File: config.mk
export PLATFORM = sky130hd
export DESIGN_NAME = debug_tx_framer_flat
export DESIGN_NICKNAME = d
export VERILOG_FILES = /design/src/rtl/debug_tx_framer_if.sv /design/src/rtl/debug_tx_framer.sv /design/src/flat_wrapper.sv
export SDC_FILE = /design/constraint.sdc
export NUM_CORES = 1
export LEC_CHECK = 0
export ABC_AREA = 1
export CAP_MARGIN = 25
export CORE_ASPECT_RATIO = 0.75
export CORE_MARGIN = 2
export CORE_UTILIZATION = 40
export DETAILED_ROUTE_END_ITERATION = 12
export HOLD_SLACK_MARGIN = 0.06
export PLACE_DENSITY_LB_ADDON = 0.1
export RECOVER_POWER = 50
export SKIP_LAST_GASP = 1
export SYNTH_ARGS = -nofsm -noshare
export SYNTH_HDL_FRONTEND = slang
export SYNTH_SLANG_ARGS = --single-unit
File: constraint.sdc
create_clock -name clock_i -period 2.6 [get_ports clock_i]
set_input_delay 0.52 -clock clock_i [delete_from_list [all_inputs] [get_ports clock_i]]
set_output_delay 0.52 -clock clock_i [all_outputs]
set_load 0.005 [all_outputs]
File: src/rtl/debug_tx_framer_if.sv
// Bus bundle between the debug framer, the core's register file / data
// memory read ports and the UART transmitter. Clock and reset stay outside.
interface debug_tx_framer_if #(
   parameter int NB_DATA     = 32,
   parameter int N_BITS      = 8,
   parameter int NB_REG      = 5,
   parameter int NB_MEM_ADDR = 5
) ();

   logic                   start_i;
   logic [NB_DATA-1:0]     pc_i;
   logic [NB_DATA-1:0]     count_cycles_i;
   logic [NB_DATA-1:0]     data_reg_i;
   logic [NB_DATA-1:0]     data_mem_i;
   logic                   tx_done_i;
   logic                   tx_start_o;
   logic [N_BITS-1:0]      tx_data_o;
   logic [NB_REG-1:0]      addr_reg_o;
   logic                   read_reg_o;
   logic [NB_MEM_ADDR-1:0] addr_mem_o;
   logic                   read_mem_o;
   logic                   busy_o;
   logic                   end_send_data_o;

   // Framer side: consumes requests/read data, produces UART and read strobes
   modport master (
      input  start_i, pc_i, count_cycles_i, data_reg_i, data_mem_i, tx_done_i,
      output tx_start_o, tx_data_o, addr_reg_o, read_reg_o, addr_mem_o,
             read_mem_o, busy_o, end_send_data_o
   );

   // Environment side: core, memories and UART transmitter
   modport slave (
      output start_i, pc_i, count_cycles_i, data_reg_i, data_mem_i, tx_done_i,
      input  tx_start_o, tx_data_o, addr_reg_o, read_reg_o, addr_mem_o,
             read_mem_o, busy_o, end_send_data_o
   );

endinterface

File: src/rtl/debug_tx_framer.sv
// Debug dump framer: streams PC, cycle count, the 32 registers and the data
// memory words to a byte-wide UART transmitter, LSB byte of each word first.
module debug_tx_framer #(
   parameter int NB_DATA     = 32,
   parameter int N_BITS      = 8,
   parameter int NB_REG      = 5,
   parameter int NB_MEM_ADDR = 5,
   parameter int N_MEM_WORDS = 32
) (
   input  logic              clock_i,
   input  logic              reset_i,
   debug_tx_framer_if.master bus
);

   localparam logic [3:0] IDLE      = 4'd0;
   localparam logic [3:0] SEND_BYTE = 4'd1;
   localparam logic [3:0] WAIT_DONE = 4'd2;
   localparam logic [3:0] REQ_CYC   = 4'd3;
   localparam logic [3:0] REQ_REG   = 4'd4;
   localparam logic [3:0] LOAD_REG  = 4'd5;
   localparam logic [3:0] REQ_MEM   = 4'd6;
   localparam logic [3:0] LOAD_MEM  = 4'd7;
   localparam logic [3:0] DONE      = 4'd8;

   // Which word of the dump is currently in the shift register
   localparam logic [1:0] SEC_PC  = 2'd0;
   localparam logic [1:0] SEC_CYC = 2'd1;
   localparam logic [1:0] SEC_REG = 2'd2;
   localparam logic [1:0] SEC_MEM = 2'd3;

   localparam int N_BYTES = NB_DATA / N_BITS;
   localparam int NB_BCNT = (N_BYTES > 1) ? $clog2(N_BYTES) : 1;

   localparam logic [NB_BCNT-1:0]     LAST_BYTE = NB_BCNT'(N_BYTES - 1);
   localparam logic [NB_REG-1:0]      LAST_REG  = NB_REG'(31);
   localparam logic [NB_MEM_ADDR-1:0] LAST_MEM  = NB_MEM_ADDR'(N_MEM_WORDS - 1);

   logic [3:0]             state_q,    state_d;
   logic [NB_DATA-1:0]     shift_q,    shift_d;
   logic [NB_DATA-1:0]     cyc_snap_q, cyc_snap_d;
   logic [NB_BCNT-1:0]     byte_cnt_q, byte_cnt_d;
   logic [NB_REG-1:0]      reg_idx_q,  reg_idx_d;
   logic [NB_MEM_ADDR-1:0] mem_idx_q,  mem_idx_d;
   logic [1:0]             sec_q,      sec_d;
   // Set when the word just loaded is the last of its section, so the
   // end-of-section decision never depends on an index wrapping to zero.
   logic                   last_q,     last_d;

   // Next-state and datapath decode for the dump sequencer
   always_comb begin
      // NOTE: every signal gets a default first so no path through the case leaves it unassigned (no latches).
      state_d    = state_q;
      shift_d    = shift_q;
      cyc_snap_d = cyc_snap_q;
      byte_cnt_d = byte_cnt_q;
      reg_idx_d  = reg_idx_q;
      mem_idx_d  = mem_idx_q;
      sec_d      = sec_q;
      last_d     = last_q;

      case (state_q)
         IDLE: begin
            if (bus.start_i) begin
               shift_d    = bus.pc_i;
               cyc_snap_d = bus.count_cycles_i;
               byte_cnt_d = '0;
               reg_idx_d  = '0;
               mem_idx_d  = '0;
               sec_d      = SEC_PC;
               last_d     = 1'b0;
               state_d    = SEND_BYTE;
            end
         end
         SEND_BYTE: state_d = WAIT_DONE;
         WAIT_DONE: begin
            if (bus.tx_done_i) begin
               shift_d = shift_q >> N_BITS;
               if (byte_cnt_q != LAST_BYTE) begin
                  byte_cnt_d = byte_cnt_q + 1'b1;
                  state_d    = SEND_BYTE;
               end else begin
                  byte_cnt_d = '0;
                  case (sec_q)
                     SEC_PC:  state_d = REQ_CYC;
                     SEC_CYC: state_d = REQ_REG;
                     SEC_REG: state_d = last_q ? REQ_MEM : REQ_REG;
                     default: state_d = last_q ? DONE : REQ_MEM;
                  endcase
               end
            end
         end
         REQ_CYC: begin
            shift_d = cyc_snap_q;
            sec_d   = SEC_CYC;
            last_d  = 1'b0;
            state_d = SEND_BYTE;
         end
         REQ_REG: state_d = LOAD_REG;
         LOAD_REG: begin
            shift_d   = bus.data_reg_i;
            last_d    = (reg_idx_q == LAST_REG);
            reg_idx_d = reg_idx_q + 1'b1;
            sec_d     = SEC_REG;
            state_d   = SEND_BYTE;
         end
         REQ_MEM: state_d = LOAD_MEM;
         LOAD_MEM: begin
            shift_d   = bus.data_mem_i;
            last_d    = (mem_idx_q == LAST_MEM);
            mem_idx_d = mem_idx_q + 1'b1;
            sec_d     = SEC_MEM;
            state_d   = SEND_BYTE;
         end
         DONE:    state_d = IDLE;
         default: state_d = IDLE;
      endcase
   end

   // State and datapath registers; reset abandons any dump in flight
   always_ff @(posedge clock_i or negedge reset_i) begin
      if (!reset_i) begin
         state_q    <= IDLE;
         shift_q    <= '0;
         cyc_snap_q <= '0;
         byte_cnt_q <= '0;
         reg_idx_q  <= '0;
         mem_idx_q  <= '0;
         sec_q      <= SEC_PC;
         last_q     <= 1'b0;
      end else begin
         // NOTE: non-blocking updates so every register samples pre-edge values.
         state_q    <= state_d;
         shift_q    <= shift_d;
         cyc_snap_q <= cyc_snap_d;
         byte_cnt_q <= byte_cnt_d;
         reg_idx_q  <= reg_idx_d;
         mem_idx_q  <= mem_idx_d;
         sec_q      <= sec_d;
         last_q     <= last_d;
      end
   end

   // Moore outputs: strobes decoded from state, data/addresses straight from registers
   assign bus.tx_start_o      = (state_q == SEND_BYTE);
   assign bus.tx_data_o       = shift_q[N_BITS-1:0];
   assign bus.addr_reg_o      = reg_idx_q;
   assign bus.read_reg_o      = (state_q == REQ_REG) || (state_q == LOAD_REG);
   assign bus.addr_mem_o      = mem_idx_q;
   assign bus.read_mem_o      = (state_q == REQ_MEM) || (state_q == LOAD_MEM);
   assign bus.busy_o          = (state_q != IDLE);
   assign bus.end_send_data_o = (state_q == DONE);

endmodule

File: src/flat_wrapper.sv
// flat-port wrapper written by rule: the top's interface ports become plain ports
module debug_tx_framer_flat 
#(
   parameter int NB_DATA     = 32,
   parameter int N_BITS      = 8,
   parameter int NB_REG      = 5,
   parameter int NB_MEM_ADDR = 5,
   parameter int N_MEM_WORDS = 32
)
  (clock_i, reset_i, bus_start_i, bus_pc_i, bus_count_cycles_i, bus_data_reg_i, bus_data_mem_i, bus_tx_done_i, bus_tx_start_o, bus_tx_data_o, bus_addr_reg_o, bus_read_reg_o, bus_addr_mem_o, bus_read_mem_o, bus_busy_o, bus_end_send_data_o);
  debug_tx_framer_if #(.NB_DATA(NB_DATA), .N_BITS(N_BITS), .NB_REG(NB_REG), .NB_MEM_ADDR(NB_MEM_ADDR)) bus_i ();
  input  logic clock_i;
  input  logic reset_i;
  input wire logic [$bits(bus_i.start_i)-1:0] bus_start_i;
  input wire logic [$bits(bus_i.pc_i)-1:0] bus_pc_i;
  input wire logic [$bits(bus_i.count_cycles_i)-1:0] bus_count_cycles_i;
  input wire logic [$bits(bus_i.data_reg_i)-1:0] bus_data_reg_i;
  input wire logic [$bits(bus_i.data_mem_i)-1:0] bus_data_mem_i;
  input wire logic [$bits(bus_i.tx_done_i)-1:0] bus_tx_done_i;
  output wire logic [$bits(bus_i.tx_start_o)-1:0] bus_tx_start_o;
  output wire logic [$bits(bus_i.tx_data_o)-1:0] bus_tx_data_o;
  output wire logic [$bits(bus_i.addr_reg_o)-1:0] bus_addr_reg_o;
  output wire logic [$bits(bus_i.read_reg_o)-1:0] bus_read_reg_o;
  output wire logic [$bits(bus_i.addr_mem_o)-1:0] bus_addr_mem_o;
  output wire logic [$bits(bus_i.read_mem_o)-1:0] bus_read_mem_o;
  output wire logic [$bits(bus_i.busy_o)-1:0] bus_busy_o;
  output wire logic [$bits(bus_i.end_send_data_o)-1:0] bus_end_send_data_o;
  assign bus_i.start_i = bus_start_i;
  assign bus_i.pc_i = bus_pc_i;
  assign bus_i.count_cycles_i = bus_count_cycles_i;
  assign bus_i.data_reg_i = bus_data_reg_i;
  assign bus_i.data_mem_i = bus_data_mem_i;
  assign bus_i.tx_done_i = bus_tx_done_i;
  assign bus_tx_start_o = bus_i.tx_start_o;
  assign bus_tx_data_o = bus_i.tx_data_o;
  assign bus_addr_reg_o = bus_i.addr_reg_o;
  assign bus_read_reg_o = bus_i.read_reg_o;
  assign bus_addr_mem_o = bus_i.addr_mem_o;
  assign bus_read_mem_o = bus_i.read_mem_o;
  assign bus_busy_o = bus_i.busy_o;
  assign bus_end_send_data_o = bus_i.end_send_data_o;
  debug_tx_framer #(.NB_DATA(NB_DATA), .N_BITS(N_BITS), .NB_REG(NB_REG), .NB_MEM_ADDR(NB_MEM_ADDR), .N_MEM_WORDS(N_MEM_WORDS)) u_core (.clock_i(clock_i), .reset_i(reset_i), .bus(bus_i));
endmodule
==> impl_metrics.py <==
metrics = {
    "logic_synthesis": {
        "synth_xor_area_frac": 0.00177,
        "synthSimpleGateAreaFrac": 0.458,
        "ys_warn_count": 0,
        "netlist_instances": 716,
        "muxShareOfSynthArea": 0,
        "synth_top_family_by_area": "simple AND/OR/NAND/NOR gates",
        "synth-compound-area-share": 0.0247,
        "syn-num-nets": 855,
        "synthDistinctLibCells": 27,
        "seq_area_frac_synth": 0.419,
        "netlist_area_mm2": 0.00496,
        "syn_avg_cell_area_um2": 6.93,
        "ys_ff_latch": 83,
        "synthAdderAreaFrac": 0.0177,
    },
    "routing": {
        "via_per_inst": 5.07,
        "first_pass_iters": 7,
        "wl_per_cell_um": 15.4,
        "via_count": 5141,
        "drc": 0,
        "drtIter0Drc": 449,
        "wirelength_mm": 15.6,
        "antenna_left": 0,
    },
    "setup_path": {
        "crit_fanout": 5,
        "r2r_slack_ns": 0.52,
        "timing.rr.end": "u_core.bus.addr_mem_o[2]",
        "crit_end": "bus_tx_start_o",
        "cp.required_ns": 2.08,
        "crit_slowest_cell": "clkdlybuf4s50_1",
        "critPathLaunch": "u_core.state_q[3]",
        "cp-start-kind": "flip-flop",
        "rr_startpoint": "u_core.state_q[3]",
        "crit_path_end_kind": "primary output",
        "crit_chain": "inv_1 > nand2_4 > nor3_1 > clkdlybuf4s50_1",
        "path_class": "reg2out",
        "cp_data_arrival_time_ns": 1.96,
        "r2r_cells": 9,
        "max_stage_delay_ns": 0.57,
    },
    "power_and_ir_drop": {
        "max-vdd-ir-drop_uv": 578,
        "p_per_area_mw_per_mm2": 925,
        "leakagePower_nw": 3.43,
    },
    "global_routing": {
        "grt_busiest_layer": "met2",
        "grt_max_degree": 58,
        "grt_use_total": 0.246,
        "antenna_found_initial": 0,
        "grt.met2_usage": 0.408,
        "grtUsageMet1": 0.333,
        "grt_remaining_overflow": 0,
        "grt_pass1_wl_mm": 25.7,
        "grt_pass1_vias": 5219,
        "met3_usage": 0.0460,
    },
    "clocking": {
        "cts-root-buf": "clkbuf_16",
        "htree_levels": 3,
        "cts_setup_buffers": 0,
        "clockBufferDepth": 2,
        "hold_buffers": 0,
        "cts.clk_slew.worst_paths_ns": 0.06,
        "cts_buffers": 9,
        "ctsResizeCount": 0,
        "cts_tree": "yes",
        "clkSinkCount": 83,
        "clk_latency_ns": 0.34,
    },
    "placement": {
        "globalplace.congestion": 0.849,
        "numPortBuffers": 154,
        "place_area_mm2": 0.00656,
        "dp.final_hpwl_mm": 11.0,
    },
    "final_layout": {
        "final_cell_mix": "299 x nand2_1, 162 x nand3_1, 153 x clkdlybuf4s50_1, 83 x dfrtp_1, 36 x nor2_1",
        "fillers": 1185,
        "final_nets": 983,
        "final_layout_size_suffix_gt1_frac": 0.0578,
        "antennaDiodeCount": 0,
        "finish.instance_area_mm2": 0.00690,
        "areaGrowthSynthToFinish_pct": 39.2,
        "final_common_cell": "nand2_1",
    },
    "timing": {
        "fin_crit_ns": 2.48,
        "hold_viol_final": 0,
        "setup_tns_ns": 0,
        "max_freq_mhz": 403,
        "rsz0062_at_grt": "no",
        "finalSetupViolCount": 0,
        "worstMarginPinSlew_ns": 1.23,
        "period_share": 0.953,
        "worst_slew_margin_rel": 0.180,
        "finalClockSkew_ns": 0.00496,
        "final_max_slew_viol_count": 0,
    },
    "job": {
        "drv_cap": 0,
    },
    "floorplanning": {
        "die_area_mm2": 0.0133,
        "ios": 155,
        "rows": 35,
        "die_w_um": 133,
        "die_y_um": 100,
        "start_util": 0.407,
        "core_area_mm2": 0.0122,
    },
    "worst_hold_path": {
        "hold_path_class": "in2async",
    },
    "run_status": {
        "status": "completed",
    },
}
## synthesized netlist by cell type
master | number | area share
nor2_2 | 6 | 0.0076
nor2_8 | 1 | 0.0040
xor2_1 | 1 | 0.0018
o21ai_1 | 4 | 0.0040
buf_6 | 3 | 0.0068
inv_2 | 8 | 0.0061
nand2_1 | 299 | 0.23
nor2_4 | 1 | 0.0023
o22ai_1 | 2 | 0.0025
a21oi_1 | 5 | 0.0050
inv_1 | 16 | 0.012
nand4_1 | 10 | 0.013
o21a_1 | 1 | 0.0015
clkinv_1 | 1 | 0.00076
nand3_1 | 162 | 0.16
buf_1 | 6 | 0.0045
o31ai_1 | 1 | 0.0015
nor2_1 | 35 | 0.026
nand2_4 | 3 | 0.0068
nor3_1 | 5 | 0.0050
dfrtp_1 | 83 | 0.42
clkbuf_1 | 4 | 0.0030
buf_2 | 27 | 0.027
ha_1 | 7 | 0.018
o21ai_0 | 10 | 0.010
buf_4 | 12 | 0.018
nand2_2 | 3 | 0.0038
## cell families after synthesis
family | Yosys count
flip-flops | 83
XOR/XNOR | 1
AND/OR/NAND/NOR | 525
buffers and inverters | 77
adder cells (fa/ha/maj) | 7
AO/OA/AOI/OAI | 23
## sequential cells by signal, summed over array words and instances (netlist names)
register	cells
u_core.cyc_snap_q	32
u_core.byte_cnt_q	2
u_core.sec_q	2
u_core.bus.addr_reg_o	5
u_core.shift_q	32
u_core.state_q	4
u_core.last_q	1
u_core.bus.addr_mem_o	5
## through the flow
step / util / hold WS (ns) / power, mW / setup WS, ns / cells
6_report: 0.567 / 0.421 / 6.39 / 0.121 / 1014
5_1_grt: 0.567 / 0.499 / 6.89 / 0.0790 / 1014
4_1_cts: 0.569 / 0.224 / 6.42 / 0.210 / 1014
3_5_place_dp: 0.539 / 0.460 / 4.84 / 0.578 / 999
3_3_place_gp: 0.539 / 0.454 / 4.76 / 0.609 / 999
2_1_floorplan: - / 0.224 / 3.98 / 0.934 / 716
## area by class of cell
class | count | area [µm²] | share of cell area
well taps | 166 | 208 | 0.0301
multi-input cells | 556 | 2500 | 0.362
clock inverters | 5 | 125 | 0.0181
flip-flops and latches | 83 | 2080 | 0.301
inverters | 25 | 93.8 | 0.0136
repair buffers | 169 | 1660 | 0.241
clock buffers | 10 | 239 | 0.0346
## worst min-delay path by stage
stage,from,end,slack [ns],depth (start not counted)
after global placement,u_core.cyc_snap_q[4],u_core.cyc_snap_q[4],0.45,2
after detailed placement,u_core.cyc_snap_q[0],u_core.cyc_snap_q[0],0.46,2
after floorplan,reset_i,u_core.bus.addr_mem_o[0],0.22,0
after CTS,reset_i,u_core.bus.addr_reg_o[1],0.22,1
after global routing,u_core.shift_q[19],u_core.shift_q[19],0.50,2
final,reset_i,u_core.bus.addr_reg_o[1],0.42,1
## power breakdown
group          internal (mW)  switching, mW  leakage (nW)
combinational           1.00           1.68          2.20
sequential              1.82          0.318          1.06
clock                   1.05          0.509         0.179
total                   3.88           2.51          3.43
## worst max-delay path, delay by kind of cell (launching register included)
family / cells / cell delay [ns]
and+or+nand+nor: 2 / 0.39
buffers and inverters: 2 / 0.78
DFF: 1 / 0.45
## routing by layer
layer / wire length [µm] / vias to the layer above
met3: 1030 / 22
met4: 219 / 0
met1: 7250 / 2374
met5: 0 / -
li1: - / 2563
met2: 7120 / 182
Note: power is estimated with default switching activity, not from simulation.
